===== src/rtl/bin_to_bcd_seq_pkg.sv =====
// Shared constants and state encoding for the sequential binary-to-BCD converter.
// The digit width and correction constants are also used by the downstream BCD adder.
package bin_to_bcd_seq_pkg;

    localparam int BCD_DIGIT_W    = 4;
    localparam int BCD_ADJ_THRESH = 5;
    localparam int BCD_ADJ_ADD    = 3;

    typedef enum logic [1:0] {
        ST_IDLE  = 2'd0,
        ST_SHIFT = 2'd1,
        ST_DONE  = 2'd2
    } state_e;

endpackage


===== src/rtl/bin_to_bcd_seq_if.sv =====
// Start/busy/done handshake and data bus between a controller and the converter.
interface bin_to_bcd_seq_if
    import bin_to_bcd_seq_pkg::*;
#(
    parameter int BIN_W  = 8,
    parameter int DIGITS = 3
);
    logic                          start;
    logic [BIN_W-1:0]              bin_in;
    logic                          busy;
    logic                          done;
    logic [BCD_DIGIT_W*DIGITS-1:0] bcd_out;
    logic                          overflow;

    modport master (output start, bin_in, input busy, done, bcd_out, overflow);
    modport slave  (input start, bin_in, output busy, done, bcd_out, overflow);

endinterface


===== src/rtl/bin_to_bcd_seq_digit_adjust.sv =====
// Double-dabble digit correction: add 3 to any digit of 5 or more before the shift.
module bcd_digit_adjust
    import bin_to_bcd_seq_pkg::*;
(
    input  logic [BCD_DIGIT_W-1:0] digit_i,
    output logic [BCD_DIGIT_W-1:0] digit_o
);

    assign digit_o = (digit_i >= BCD_DIGIT_W'(BCD_ADJ_THRESH)) ?
                     digit_i + BCD_DIGIT_W'(BCD_ADJ_ADD) : digit_i;

endmodule


===== src/rtl/bin_to_bcd_seq.sv =====
// Sequential shift-and-add-3 binary-to-BCD converter, one input bit per clock.
//
// state    | meaning
// ST_IDLE  | waiting for start
// ST_SHIFT | adjust + shift one bit per clock, BIN_W iterations
// ST_DONE  | one-cycle done pulse; start here is accepted back-to-back
module bin_to_bcd_seq
    import bin_to_bcd_seq_pkg::*;
#(
    parameter int BIN_W  = 8,
    parameter int DIGITS = 3
) (
    input  logic             clk,
    input  logic             rst,
    bin_to_bcd_seq_if.slave  bus
);

    localparam int BCD_W = BCD_DIGIT_W * DIGITS;
    localparam int SCR_W = BCD_W + BIN_W;
    localparam int CNT_W = (BIN_W > 1) ? $clog2(BIN_W) : 1;

    state_e           state_q, state_d;
    logic [SCR_W-1:0] scr_q, scr_d;
    logic [CNT_W-1:0] cnt_q, cnt_d;
    logic             acc_q, acc_d;
    logic [BCD_W-1:0] bcd_q, bcd_d;
    logic             ovf_q, ovf_d;

    logic [BCD_W-1:0] adj_bcd;
    logic [SCR_W-1:0] adj_scr;
    logic [SCR_W-1:0] shifted;
    logic             shift_out;
    logic             last_iter;

    for (genvar g = 0; g < DIGITS; g++) begin : g_adj
        bcd_digit_adjust u_adj (
            .digit_i (scr_q[BIN_W + g*BCD_DIGIT_W +: BCD_DIGIT_W]),
            .digit_o (adj_bcd[g*BCD_DIGIT_W +: BCD_DIGIT_W])
        );
    end

    assign adj_scr   = {adj_bcd, scr_q[BIN_W-1:0]};
    assign shifted   = {adj_scr[SCR_W-2:0], 1'b0};
    // A bit leaving the top digit means the value does not fit in DIGITS digits.
    assign shift_out = adj_scr[SCR_W-1];
    assign last_iter = (cnt_q == CNT_W'(BIN_W - 1));

    always_ff @(posedge clk) begin
        if (rst) begin
            state_q <= ST_IDLE;
            scr_q   <= '0;
            cnt_q   <= '0;
            acc_q   <= 1'b0;
            bcd_q   <= '0;
            ovf_q   <= 1'b0;
        end else begin
            state_q <= state_d;
            scr_q   <= scr_d;
            cnt_q   <= cnt_d;
            acc_q   <= acc_d;
            bcd_q   <= bcd_d;
            ovf_q   <= ovf_d;
        end
    end

    always_comb begin
        state_d = state_q;
        scr_d   = scr_q;
        cnt_d   = cnt_q;
        acc_d   = acc_q;
        bcd_d   = bcd_q;
        ovf_d   = ovf_q;
        case (state_q)
            ST_IDLE, ST_DONE: begin
                if (bus.start) begin
                    state_d = ST_SHIFT;
                    scr_d   = {{BCD_W{1'b0}}, bus.bin_in};
                    cnt_d   = '0;
                    acc_d   = 1'b0;
                end else begin
                    state_d = ST_IDLE;
                end
            end
            ST_SHIFT: begin
                scr_d = shifted;
                cnt_d = cnt_q + 1'b1;
                acc_d = acc_q | shift_out;
                if (last_iter) begin
                    state_d = ST_DONE;
                    bcd_d   = shifted[SCR_W-1:BIN_W];
                    ovf_d   = acc_q | shift_out;
                end
            end
            default: state_d = ST_IDLE;
        endcase
    end

    assign bus.busy     = (state_q == ST_SHIFT);
    assign bus.done     = (state_q == ST_DONE);
    assign bus.bcd_out  = bcd_q;
    assign bus.overflow = ovf_q;

endmodule


===== src/flat_wrapper.sv =====
// flat-port wrapper written by rule: the top's interface ports become plain ports
module bin_to_bcd_seq_flat import bin_to_bcd_seq_pkg::*;
#(
    parameter int BIN_W  = 8,
    parameter int DIGITS = 3
)
  (clk, rst, bus_start, bus_bin_in, bus_busy, bus_done, bus_bcd_out, bus_overflow);
  bin_to_bcd_seq_if #(.BIN_W(BIN_W), .DIGITS(DIGITS)) bus_i ();
  input  logic clk;
  input  logic rst;
  input wire logic [$bits(bus_i.start)-1:0] bus_start;
  input wire logic [$bits(bus_i.bin_in)-1:0] bus_bin_in;
  output wire logic [$bits(bus_i.busy)-1:0] bus_busy;
  output wire logic [$bits(bus_i.done)-1:0] bus_done;
  output wire logic [$bits(bus_i.bcd_out)-1:0] bus_bcd_out;
  output wire logic [$bits(bus_i.overflow)-1:0] bus_overflow;
  assign bus_i.start = bus_start;
  assign bus_i.bin_in = bus_bin_in;
  assign bus_busy = bus_i.busy;
  assign bus_done = bus_i.done;
  assign bus_bcd_out = bus_i.bcd_out;
  assign bus_overflow = bus_i.overflow;
  bin_to_bcd_seq #(.BIN_W(BIN_W), .DIGITS(DIGITS)) u_core (.clk(clk), .rst(rst), .bus(bus_i));
endmodule

===== config.mk =====
export PLATFORM = sky130hd
export DESIGN_NAME = bin_to_bcd_seq_flat
export DESIGN_NICKNAME = d
export VERILOG_FILES = /design/src/rtl/bin_to_bcd_seq_pkg.sv /design/src/rtl/bin_to_bcd_seq_if.sv /design/src/rtl/bin_to_bcd_seq_digit_adjust.sv /design/src/rtl/bin_to_bcd_seq.sv /design/src/flat_wrapper.sv
export SDC_FILE = /design/constraint.sdc
export NUM_CORES = 1
export LEC_CHECK = 0
export ABC_AREA = 0
export BUFFER_PORTS_ARGS = -buffer_cell sky130_fd_sc_hd__clkbuf_2
export CELL_PAD_IN_SITES_DETAIL_PLACEMENT = 1
export CELL_PAD_IN_SITES_GLOBAL_PLACEMENT = 2
export CORE_ASPECT_RATIO = 1.2
export CORE_UTILIZATION = 38
export CTS_BUF_LIST = sky130_fd_sc_hd__clkbuf_8
export CTS_CLUSTER_SIZE = 12
export DETAILED_ROUTE_END_ITERATION = 8
export GPL_TIMING_DRIVEN = 0
export PLACE_DENSITY_LB_ADDON = 0.05
export SETUP_SLACK_MARGIN = 0.5
export SYNTH_ARGS = -nofsm -noshare
export SYNTH_HDL_FRONTEND = slang
export SYNTH_SLANG_ARGS = --single-unit

===== constraint.sdc =====
create_clock -name clk -period 2.15 [get_ports clk]
set_input_delay 0.43 -clock clk [delete_from_list [all_inputs] [get_ports clk]]
set_output_delay 0.43 -clock clk [all_outputs]
set_load 0.01 [all_outputs]

==> run summary, run 1 <==
The run finished with clean final reports. The sum of routed wire length over all layers came out at 4440 um. Counting every instance in the synthesized netlist gives between 150 and 200.

After synthesis, the netlist uses 30 different library cells. CTS saw 39 sinks. The clock latency reported for the late side of the worst-skew pair came out at just under 0.3 ns.

After synthesis, the most frequently instantiated cells are sky130_fd_sc_hd__dfxtp_1, sky130_fd_sc_hd__nor2_1, sky130_fd_sc_hd__a211oi_1, sky130_fd_sc_hd__a21oi_1, sky130_fd_sc_hd__nand3b_1. The post-DP HPWL is between 3000 and 4000 um. The final RePlAce weighted congestion is between 0.7 and 0.8. The transition time at the pin with the least slew margin came out at around 0.58 ns.

The number of vias in the routed layout is about 1,500. In this run, CTS created clock tree buffers numbering 5. The worst hold path stage count is 3.

The core footprint came out at about 0.0044 mm2. The initial antenna violation count came out at 0. sky130_fd_sc_hd__dfxtp_1 takes more of the synthesized area than any other cell. Input and output buffers added on the ports amount to 25. The maximum operating frequency came out at 637 MHz. The remaining number of nets flagged by the antenna check after routing came out at 0. The vertical die dimension came out at 76.4 um.

The overflow left after global routing came out at 0. The number of storage elements in the synthesis netlist is 39. Global routing used 19.9% of the available tracks. The area of combinational cells with multiple inputs is 917 um2. Counting along the longest clock path gives a buffer depth of 2. The most used flip-flop cell after synthesis is sky130_fd_sc_hd__dfxtp_1. The number of DRC markers in iteration 0 is between 40 and 50. The post-synthesis instance area came out at approximately 0.0018 mm2. The initial core utilization came out at between 40% and 50%. The worst setup path is launched from a flip-flop. Setup violations remaining at the end of the flow were counted as 0.

The share of the clock period used by the worst path after layout is between 70% and 80%. The share of flip-flops with an asynchronous set or reset after synthesis came out at 0%. The worst reg2reg path depth came out at 6.

The first global-routing pass estimated 7530 um of wire. The number of flops mapped to enable cells by yosys came out at 0. The power density relative to cell area came out at a little over 700 mW/mm2. Max-cap violations in this run came to 0.

The critical register-to-register path endpoint is u_core.scr_q[18]. The share of the synthesized area in the top cell type is between 40% and 50%. The placement-stage worst setup slack is a little under 0.5 ns. The leakage power came out at between 0.0007 and 0.0008 uW. The number of global-route vias before repair was around 1,500.

IR analysis of the VDD net gives a maximum drop of approximately 0.00039 V. The slack of the worst reg-to-reg path is about 0.59 ns. The required time reported for the critical path endpoint came out at about 1.7 ns.

The worst setup path is captured at a primary output. The number of hold buffers added after CTS was 0. The post-route minimum period is between 1.5 and 2 ns. The per-instance average area after synthesis is roughly 9 um2. The post-CTS clock slew at the launch and capture registers of the worst setup and hold paths came out at around 0.080 ns. The cell at the root of the clock tree is sky130_fd_sc_hd__clkbuf_8. The area of placed instances is slightly below 0.002 mm2. The number of antenna cells inserted is 0. The path class of the tightest hold or removal check is input pin to flip-flop. The launching point of the worst reg2reg path is u_core.scr_q[16].

The average vias per placed instance came out at between 5 and 6. The number of levels in the clock H-tree is 2. The cell total after placement came out at 275. In this run the worst path has a maximum fanout of 10. The total negative setup slack came out at 0 ns.

Before antenna repair, the detailed router went through 4 iterations. For the worst setup path, the data arrival time is about 1.1 ns. The sequential cells in the finished layout cover a total of slightly below 800 um2.

TritonCTS built the clock tree. Entering global routing, the biggest net connects 13 pins. 26 I/O pins were placed. After routing the design area is 0.00212 mm2.

The Yosys warning count came out at 0. The final standard cell count with taps included and fillers excluded came out at approximately 280. The final worst slack came out at ~0.58 ns. The relative area change from synthesis to final layout is 20.8%. The final count of hold timing violations was 0. The worst clock skew came out at approximately 0.011 ns.

The number of nets handed over by synthesis was ~210. The total count of max-transition violations in the final report came out at 0. The number of nets in the layout is between 200 and 250. In the final routed layout, each cell accounts on average for approximately 16 um. The worst hold path terminates at u_core.scr_q[0]. The most common cell in the synthesized netlist is sky130_fd_sc_hd__dfxtp_1. The post-route netlist has between 20% and 30% of its cells at a drive strength greater than 1. The sequential element share of the synthesized area came out at roughly 45%. The width of the chip came out at between 60 and 70 um. After detailed routing, the number of remaining DRC violations is 0. The row count came out at 26.

Setup repair after global routing could not meet its margin everywhere. The startpoint identified for the worst hold timing path is bus_bin_in[0]. The worst-case headroom to the max-slew limit is ~62%. The critical path in this run is classified as flip-flop to primary output. The count of fill cells added during filler insertion came out at 527.

After synthesis, the cell types taking the most area are sky130_fd_sc_hd__dfxtp_1, sky130_fd_sc_hd__ha_1, sky130_fd_sc_hd__a211oi_1. The die covers just under 0.005 mm2.
==> sequential cells by signal, indices dropped and copies added (netlist names) <==
signal and flops:
u_core.state_q 2, u_core.acc_q 1, u_core.bus.bcd_out 12, u_core.bus.overflow 1, u_core.scr_q 20, u_core.cnt_q 3
==> through the flow <==
step,util [%],total power (uW),hold WS [ns]
2_1_floorplan,-,852,0.445
3_3_place_gp,44.7,889,0.456
3_5_place_dp,44.7,894,0.456
4_1_cts,47.6,1530,0.403
5_1_grt,48.6,1590,0.438
6_report,48.6,1520,0.408
==> area by class of cell <==
| class | instances | share of cell area, % |
|---|---|---|
| Inverter | 9 | 1.83 |
| Multi-Input combinational cell | 135 | 43.3 |
| Buffer | 11 | 2.89 |
| Sequential cell | 39 | 36.9 |
| Tap cell | 56 | 3.31 |
| Clock buffer | 6 | 3.90 |
| Clock inverter | 2 | 1.65 |
| Timing Repair Buffer | 26 | 6.26 |
==> how the worst max path moves through the flow <==
stage                                        to              start  cells past startpoint
after floorplan                u_core.scr_q[14]   u_core.scr_q[12]                      6
after CTS                              bus_busy  u_core.state_q[0]                      4
after global placement    u_core.bus.bcd_out[3]                rst                      4
after global routing                   bus_busy  u_core.state_q[1]                      4
after detailed placement       u_core.scr_q[14]   u_core.scr_q[12]                      6
final                                  bus_busy  u_core.state_q[1]                      4
==> worst max-delay path: stages (launching register included) <==
cell                       delay [ns]
sky130_fd_sc_hd__dfxtp_1         0.33
sky130_fd_sc_hd__nand2b_4        0.18
sky130_fd_sc_hd__inv_6           0.09
sky130_fd_sc_hd__buf_8           0.13
sky130_fd_sc_hd__clkbuf_2        0.13
==> placed cells by master (no fill, tap or decap), types with 2 or more instances in the layout <==
master	instances
sky130_fd_sc_hd__a211oi_1	12
sky130_fd_sc_hd__a21oi_1	9
sky130_fd_sc_hd__a21oi_2	3
sky130_fd_sc_hd__a22oi_1	4
sky130_fd_sc_hd__buf_4	3
sky130_fd_sc_hd__clkbuf_1	7
sky130_fd_sc_hd__clkbuf_2	25
sky130_fd_sc_hd__clkbuf_8	6
sky130_fd_sc_hd__dfxtp_1	38
sky130_fd_sc_hd__ha_1	5
sky130_fd_sc_hd__ha_2	2
sky130_fd_sc_hd__inv_1	8
sky130_fd_sc_hd__mux2_2	3
sky130_fd_sc_hd__mux2i_1	7
sky130_fd_sc_hd__nand2_1	3
sky130_fd_sc_hd__nand2b_1	5
sky130_fd_sc_hd__nand3_1	3
sky130_fd_sc_hd__nand3b_1	9
sky130_fd_sc_hd__nor2_1	23
sky130_fd_sc_hd__nor2b_1	2
sky130_fd_sc_hd__nor3_1	5
sky130_fd_sc_hd__nor3b_1	5
sky130_fd_sc_hd__o21ai_0	7
sky130_fd_sc_hd__o21ai_1	5
sky130_fd_sc_hd__o22ai_1	8
sky130_fd_sc_hd__or3_1	5
sky130_fd_sc_hd__xnor2_1	3
==> cell families after synthesis <==
kind of cell	synth area share, %
XOR/XNOR	1.50
AND/OR/NAND/NOR	19.8
multiplexers	5.92
adder cells (fa/ha/maj)	5.71
buffers and inverters	4.99
flip-flops	44.5
AO/OA/AOI/OAI	17.5
==> power breakdown <==
part | leakage (uW) | switching [uW] | total [uW] | internal, uW
registers | 0.000317 | 13.0 | 754 | 741
clock network | 0.0000612 | 261 | 637 | 376
logic | 0.000421 | 76.7 | 127 | 50.7
==> per-layer routing <==
layer | vias to the layer above | share of wire, % | GRT usage [%]
li1 | 751 | - | -
met1 | 745 | 43 | 22.3
met2 | 24 | 54 | 37.3
met3 | 2 | 2.5 | 4.49
met4 | 0 | 0.43 | 4.09
met5 | - | 0 | 0
==> timing repair <==
item / CTS / global route
hold endpoints to repair: 0 / 0
resized for setup: 3 / 10
pin swaps: 0 / 1
gates cloned: 0 / 0
setup endpoints to repair: 3 / 10
buffers inserted: 0 / 1
(Power assumes the default switching activity.)
==> inputs of run 2 (changes only) <==
--- a/config.mk
+++ b/config.mk
@@ -10,7 +10,7 @@
 export CELL_PAD_IN_SITES_DETAIL_PLACEMENT = 1
 export CELL_PAD_IN_SITES_GLOBAL_PLACEMENT = 2
 export CORE_ASPECT_RATIO = 1.2
-export CORE_UTILIZATION = 38
+export CORE_UTILIZATION = 36
 export CTS_BUF_LIST = sky130_fd_sc_hd__clkbuf_8
 export CTS_CLUSTER_SIZE = 12
 export DETAILED_ROUTE_END_ITERATION = 8
==> constraint.sdc (replaced) <==
create_clock -name clk -period 1.6 [get_ports clk]
set_input_delay 0.32 -clock clk [delete_from_list [all_inputs] [get_ports clk]]
set_output_delay 0.32 -clock clk [all_outputs]
set_load 0.01 [all_outputs]
==> run summary, run 2 (synthesis results as in run 1) <==
The flow ran to the end, and the final reports show no timing, DRC or antenna violations. The transition time at the pin with the least slew margin came to 0.534 ns (-0.0414 ns). The critical register-to-register path endpoint is u_core.bus.bcd_out[10]. The critical path is of the flip-flop to flip-flop type. The library cells used most frequently in the layout, excluding fill and tap cells, are sky130_fd_sc_hd__buf_4, sky130_fd_sc_hd__clkbuf_2, sky130_fd_sc_hd__dfxtp_2. The final RePlAce weighted congestion is 0.786 (-1.5%). The launching point of the worst reg2reg path is u_core.scr_q[17]. The overflow left after global routing was 0 (unchanged). The total negative setup slack is 0 ns (unchanged). The class of the worst hold path is input pin to flip-flop. The arrival time of data at the critical path endpoint was 1.68 ns (+0.54 ns).

STA classifies the critical path startpoint as a flip-flop. The highest fanout seen on the critical path is 4 (-6). The cell-internal power came out at 1530 uW (+31%). The setup-violating endpoint count in the final report was 0 (unchanged). The worst-case headroom to the max-slew limit is 64.2% (+2.5 points). The clock sink total is 39 (unchanged). The detail-routed net length per standard cell is 22.4 um (+43%). The initial antenna violation count came to 0 (unchanged). The number of hold buffers added after CTS is 0 (unchanged). Counting flops per register, the top entry is u_core.scr_q.

The worst clock skew came to 0.00726 ns (-0.00325 ns). The number of iterations in the first detailed-routing pass is 4 (unchanged). The average vias per placed instance is 5.52 (+2.9%). The most critical setup path has its endpoint at u_core.bus.bcd_out[10]. The number of levels in the clock H-tree is 2 (unchanged). The leakage power is 0.00118 uW (+48%).

The row count is 27 (+3.8%). The layout cell share with drive strength beyond 1 is 73.5% (+51 points). The post-DP HPWL came out at 3470 um (+7.9%). The maximum operating frequency came out at 692 MHz. The proportion of power drawn by combinational gates came out at 18.4% (+10 points).

The maximum vdd drop is 0.000510 V (+31%). The post-route minimum period is approximately 1.4 ns. The area growth from synthesis to layout is 76.5%. The number of vias in the routed layout came out at 1,776 (+17%).

The net switching component of the power is 591 uW (+69%). The flip-flop count of the largest register after layout is 20 (unchanged). The slack of the worst reg-to-reg path came out at 0.15 ns (-0.44 ns).

The maximum number of buffers from clock root to sink came out at 2 (unchanged). The power density relative to cell area is 687 mW/mm2 (-4.1%). The initial core utilization is 37.9% (-2.3 points). The post-CTS clock slew at the launch and capture registers of the worst setup and hold paths came out at 0.08 ns (about the same). The number of global-route vias before repair is 1,898 (+23%). The number of top-level design ports came to 26 (unchanged). The total DRC errors in the routed layout is 0 (unchanged). The worst setup path startpoint is u_core.scr_q[17]. The width of the chip is 65.7 um (+2.6%). The worst hold slack is 0.297 ns (-0.111 ns). In this run the clock root is driven by a sky130_fd_sc_hd__clkbuf_8. The worst reg2reg path depth is 6 (unchanged).

The die area came to 0.00516 mm2 (+5.4%). The clock share of power is 33.4% (-8.5 points). Setup repair after global routing could not meet its margin everywhere.

The number of antenna cells inserted is 0 (unchanged). The switching power share of the total came out at 27.8% (+4.7 points). The most common library cell in the layout ignoring fill and taps is sky130_fd_sc_hd__buf_4. The share of the clock period used by the worst path after layout is between 90% and 100%. The sum of routed wire length over all layers came to 7210 um (+62%). TritonCTS built the clock tree.

The core footprint is 0.00463 mm2 (+6.2%). The required time reported for the critical path endpoint is 1.83 ns (+0.11 ns). The startpoint identified for the worst hold timing path is bus_bin_in[0]. The part of the total power dissipated in sequential elements came out at 48.1% (-1.6 points). The final count of hold timing violations is 0 (unchanged).

The total count of max-transition violations in the final report was 0 (unchanged). The type of destination of the critical path is a flip-flop. The first-pass GRT wire length is 9900 um (+31%). The maximum number of pins on one net before global-route repair came to 12 (-1).

The vertical die dimension is 78.5 um (+2.7%). The total clock buffers created by CTS came out at 5 (unchanged). The count of maximum capacitance violations came out at 0 (unchanged). The number of DRC markers in iteration 0 came out at 65 (+33%). The number of port buffers is 25 (unchanged). The clock latency reported for the late side of the worst-skew pair came out at 0.31 ns (+0.02 ns). The remaining number of nets flagged by the antenna check after routing is 0 (unchanged).

The aggregate global-route resource usage came to 26.7% (+6.8 points). The number of nets in the layout is 283 (+15%).
==> run 2: changes by cell type in the layout (fill, tap and decap cells not counted), sizes merged <==
cell,before,now
buf,5,46
bufinv,1,0
clkbuf,38,34
==> run 2: what timing repair did <==
action                                  4_1_cts  5_1_grt
gates cloned                                  4        0
buffers inserted                             24       10
pin swaps                                    24       20
endpoints found under the setup margin       42       52
gates resized for setup                      87       59
==> run 2: metal layers <==
| metal | part of all wire (%) | GRT usage [%] |
|---|---|---|
| met1 | 38 | 27.4 |
| met2 | 56 | 51.3 |
| met3 | 3.3 | 5.52 |
| met4 | 2.3 | 8.91 |
| met5 | 0 | 0 |
==> run 2: critical path, cell delays in order (launching register included) <==
cell,delay [ns]
sky130_fd_sc_hd__dfxtp_2,0.37
sky130_fd_sc_hd__inv_4,0.06
sky130_fd_sc_hd__ha_4,0.15
sky130_fd_sc_hd__nand2b_4,0.15
sky130_fd_sc_hd__a21oi_4,0.14
sky130_fd_sc_hd__mux2_4,0.34
sky130_fd_sc_hd__o21ai_2,0.16
==> run 2: how the worst min path moves through the flow <==
stage          slack (ns)  depth (start not counted)                     to
3_5_place_dp         0.46                          2  u_core.bus.bcd_out[0]
3_3_place_gp         0.45                          2  u_core.bus.bcd_out[0]
6_report             0.30                          3        u_core.scr_q[0]
5_1_grt              0.32                          3        u_core.scr_q[0]
2_1_floorplan        0.45                          2  u_core.bus.bcd_out[0]
4_1_cts              0.31                          3        u_core.scr_q[0]
==> run 2: final cells by class <==
class | count | area [um2]
Tap cell | 58 | 72.6
Multi-Input combinational cell | 135 | 1420
Inverter | 9 | 48.8
Sequential cell | 39 | 821
Clock inverter | 1 | 5.00
Fill cell | 478 | 1530
Clock buffer | 6 | 82.6
Timing Repair Buffer | 63 | 522
Buffer | 11 | 124
==> run 2: metrics by stage <==
step	worst slack, ns	instances	total power (uW)	cell area [um2]	util [%]
4_1_cts	0.196	312	2060	2820	61.0
3_5_place_dp	0.0844	277	1220	2170	47.0
3_3_place_gp	0.148	277	1210	2170	47.0
5_1_grt	0.117	322	2200	3100	66.9
2_1_floorplan	0.294	194	1160	1980	-
6_report	0.155	322	2130	3100	66.9
==> run 2: power groups by stage <==
stage,registers (uW),clock network (uW),logic (uW)
2_1_floorplan,1030,0,124
3_3_place_gp,1040,0,172
3_5_place_dp,1040,0,181
4_1_cts,1020,705,334
5_1_grt,1030,758,411
6_report,1020,711,392
==> inputs of run 3 (changes only) <==
--- a/config.mk
+++ b/config.mk
@@ -10,7 +10,7 @@
 export CELL_PAD_IN_SITES_DETAIL_PLACEMENT = 1
 export CELL_PAD_IN_SITES_GLOBAL_PLACEMENT = 2
 export CORE_ASPECT_RATIO = 1.2
-export CORE_UTILIZATION = 36
+export CORE_UTILIZATION = 32
 export CTS_BUF_LIST = sky130_fd_sc_hd__clkbuf_8
 export CTS_CLUSTER_SIZE = 12
 export DETAILED_ROUTE_END_ITERATION = 8
==> constraint.sdc (replaced) <==
create_clock -name clk -period 1.3 [get_ports clk]
set_input_delay 0.26 -clock clk [delete_from_list [all_inputs] [get_ports clk]]
set_output_delay 0.26 -clock clk [all_outputs]
set_load 0.01 [all_outputs]
==> run summary, run 3 (synthesis results as in run 1) <==
Leaving out fill and tap cells, the most frequent cells in the layout are sky130_fd_sc_hd__buf_6, sky130_fd_sc_hd__buf_4, sky130_fd_sc_hd__dfxtp_2. The number of port buffers is 25 (unchanged). The class of the worst hold path is input pin to flip-flop.

The number of vias in the routed layout is 1,765 (-0.62%). The post-DP HPWL came out at 3450 um (-0.65%). The share of the clock period used by the worst path after layout is 105% (+15 points).

The average vias per placed instance came out at 5.33 (-3.3%). The initial antenna violation count came to 0 (unchanged). The root buffer cell chosen for the clock tree is sky130_fd_sc_hd__clkbuf_8.

The arrival time of data at the critical path endpoint came out at 1.59 ns (-0.09 ns). The maximum operating frequency was 730 MHz (+5.5%). The setup-violating endpoint count in the final report was 12 (+12). The remaining number of nets flagged by the antenna check after routing is 0 (unchanged). The flip-flop count of the largest register after layout came to 20 (unchanged). The total clock buffers created by CTS came out at 5 (unchanged). The core footprint came out at 0.00530 mm2 (+14%). The vertical die dimension came to 83.1 um (+5.9%). The clock latency reported for the late side of the worst-skew pair came out at 0.29 ns (-0.02 ns). TritonCTS built the clock tree. The maximum vdd drop came out at 0.000682 V (+34%). The width of the chip is 69.6 um (+5.9%). From synthesis to final layout, the design area changed by 84.7%. The initial core utilization came out at 33.1% (-4.8 points). The clock sink total came to 39 (unchanged). The number of antenna cells inserted came out at 0 (unchanged). The area of combinational cells with multiple inputs came to 0.00141 mm2 (-1.1%). The sum of routed wire length over all layers is 6480 um (-10%). The checks that failed: negative setup slack.

The die area was 0.00578 mm2 (+12%). The aggregate global-route resource usage came out at 20.6% (-6.1 points). The overflow left after global routing came to 0 (unchanged). The post-CTS clock slew at the launch and capture registers of the worst setup and hold paths came out at 0.08 ns (about the same). The number of iterations in the first detailed-routing pass was 4 (unchanged). The placement-stage worst setup slack was -0.174 ns (-0.258 ns). The power density relative to cell area is 777 mW/mm2 (+13%). The leakage power is 0.00123 uW (+4.0%). The transition time at the pin with the least slew margin came out at 0.434 ns (-0.0996 ns). The first-pass GRT wire length came to 9200 um (-7.0%).

The final count of hold timing violations came out at 0 (unchanged). The row count is 29 (+7.4%). The count of maximum capacitance violations came out at 0 (unchanged).

The number of nets in the layout is 287 (+1.4%). The maximum number of pins on one net before global-route repair is 12 (unchanged). The maximum number of buffers from clock root to sink came out at 2 (unchanged). The number of global-route vias before repair is 1,797 (-5.3%). The detail-routed net length per standard cell is 19.6 um (-13%). The kind of launch point of the worst setup path is a flip-flop.

The final RePlAce weighted congestion was 0.739 (-6.0%). The number of hold buffers added after CTS came out at 0 (unchanged). The run finished, with violations left.

The layout cell share with drive strength beyond 1 came out at 71.4% (-2.1 points). The combined flip-flop and latch cell area is 826 um2 (+0.61%). The number of top-level design ports came out at 26 (unchanged). The critical path start-end classification is flip-flop to flip-flop. The core occupancy in the finished layout is 61.1% (-5.7 points). The number of DRC markers in iteration 0 is 44 (-32%). Setup repair after global routing could not meet its margin everywhere. The count of fill cells added during filler insertion is 540 (+13%). The total count of max-transition violations in the final report was 0 (unchanged). The total DRC errors in the routed layout came to 0 (unchanged). The required time reported for the critical path endpoint came out at 1.52 ns (-0.31 ns). The post-route minimum period is 1.37 ns (-0.0748 ns). The top register by number of flip-flops is u_core.scr_q. The final worst slack came out at -0.0704 ns (-0.225 ns). The most common library cell in the layout ignoring fill and taps is sky130_fd_sc_hd__buf_6. The highest fanout seen on the critical path came out at 4 (unchanged).

STA classifies the critical path endpoint as a flip-flop. The worst clock skew was 0.0114 ns (+0.00418 ns). The worst-case headroom to the max-slew limit came to 71.0% (+6.8 points).

The number of levels in the clock H-tree is 2 (unchanged).
==> run 3: path summary, 6_finish.rpt <==
path | from | to | slack (ns) | depth (start not counted)
max | u_core.scr_q[13] | u_core.scr_q[14] | -0.07 | 6
min | bus_bin_in[0] | u_core.scr_q[0] | 0.24 | 3
max reg2reg | u_core.scr_q[13] | u_core.scr_q[14] | -0.07 | 6
min reg2reg | u_core.bus.bcd_out[9] | u_core.bus.bcd_out[9] | 0.49 | 2
==> run 3: where the power goes <==
group	switching, uW	internal, uW
logic	218	252
clock network	430	362
registers	35.0	1220
==> run 3: cell type report <==
type	instances	share of cell area, %
buffer	11	3.90
clock buffer	5	2.12
clock inverter	3	0.386
inverter	9	1.66
multi-input combinational	135	43.4
sequential	39	25.5
tap	62	2.39
timing repair buffer	67	20.7
==> run 3: stage by stage <==
step	setup TNS [ns]	hold slack, ns	instances	total power [uW]	instance area, um2
4_1_cts	-0.613	0.240	314	2440	2820
6_report	-0.492	0.237	331	2520	3240
2_1_floorplan	-0.0114	0.421	194	1440	2030
3_3_place_gp	-1.47	0.463	281	1510	2230
3_5_place_dp	-1.97	0.473	281	1520	2230
5_1_grt	-1.44	0.277	331	2620	3240
==> run 3: repair_timing <==
action | CTS | global route
setup endpoints to repair | 54 | 54
pin swaps | 25 | 25
gates resized for setup | 76 | 77
setup buffers | 21 | 17
cloned | 4 | 0
==> run 3: layer usage <==
metal	global-route usage [%]	up-vias	wire, um
li1	-	844	-
met1	22.4	869	2490
met2	39.8	36	3670
met3	3.52	16	145
met4	5.94	0	172
met5	0	-	0
==> run 3: worst max-delay path, stage by stage (launching register included) <==
cell and delay, ns:
sky130_fd_sc_hd__dfxtp_2 0.36, sky130_fd_sc_hd__inv_4 0.05, sky130_fd_sc_hd__ha_4 0.14, sky130_fd_sc_hd__nand2b_4 0.14
sky130_fd_sc_hd__a21oi_4 0.15, sky130_fd_sc_hd__mux2_4 0.32, sky130_fd_sc_hd__o22ai_1 0.13
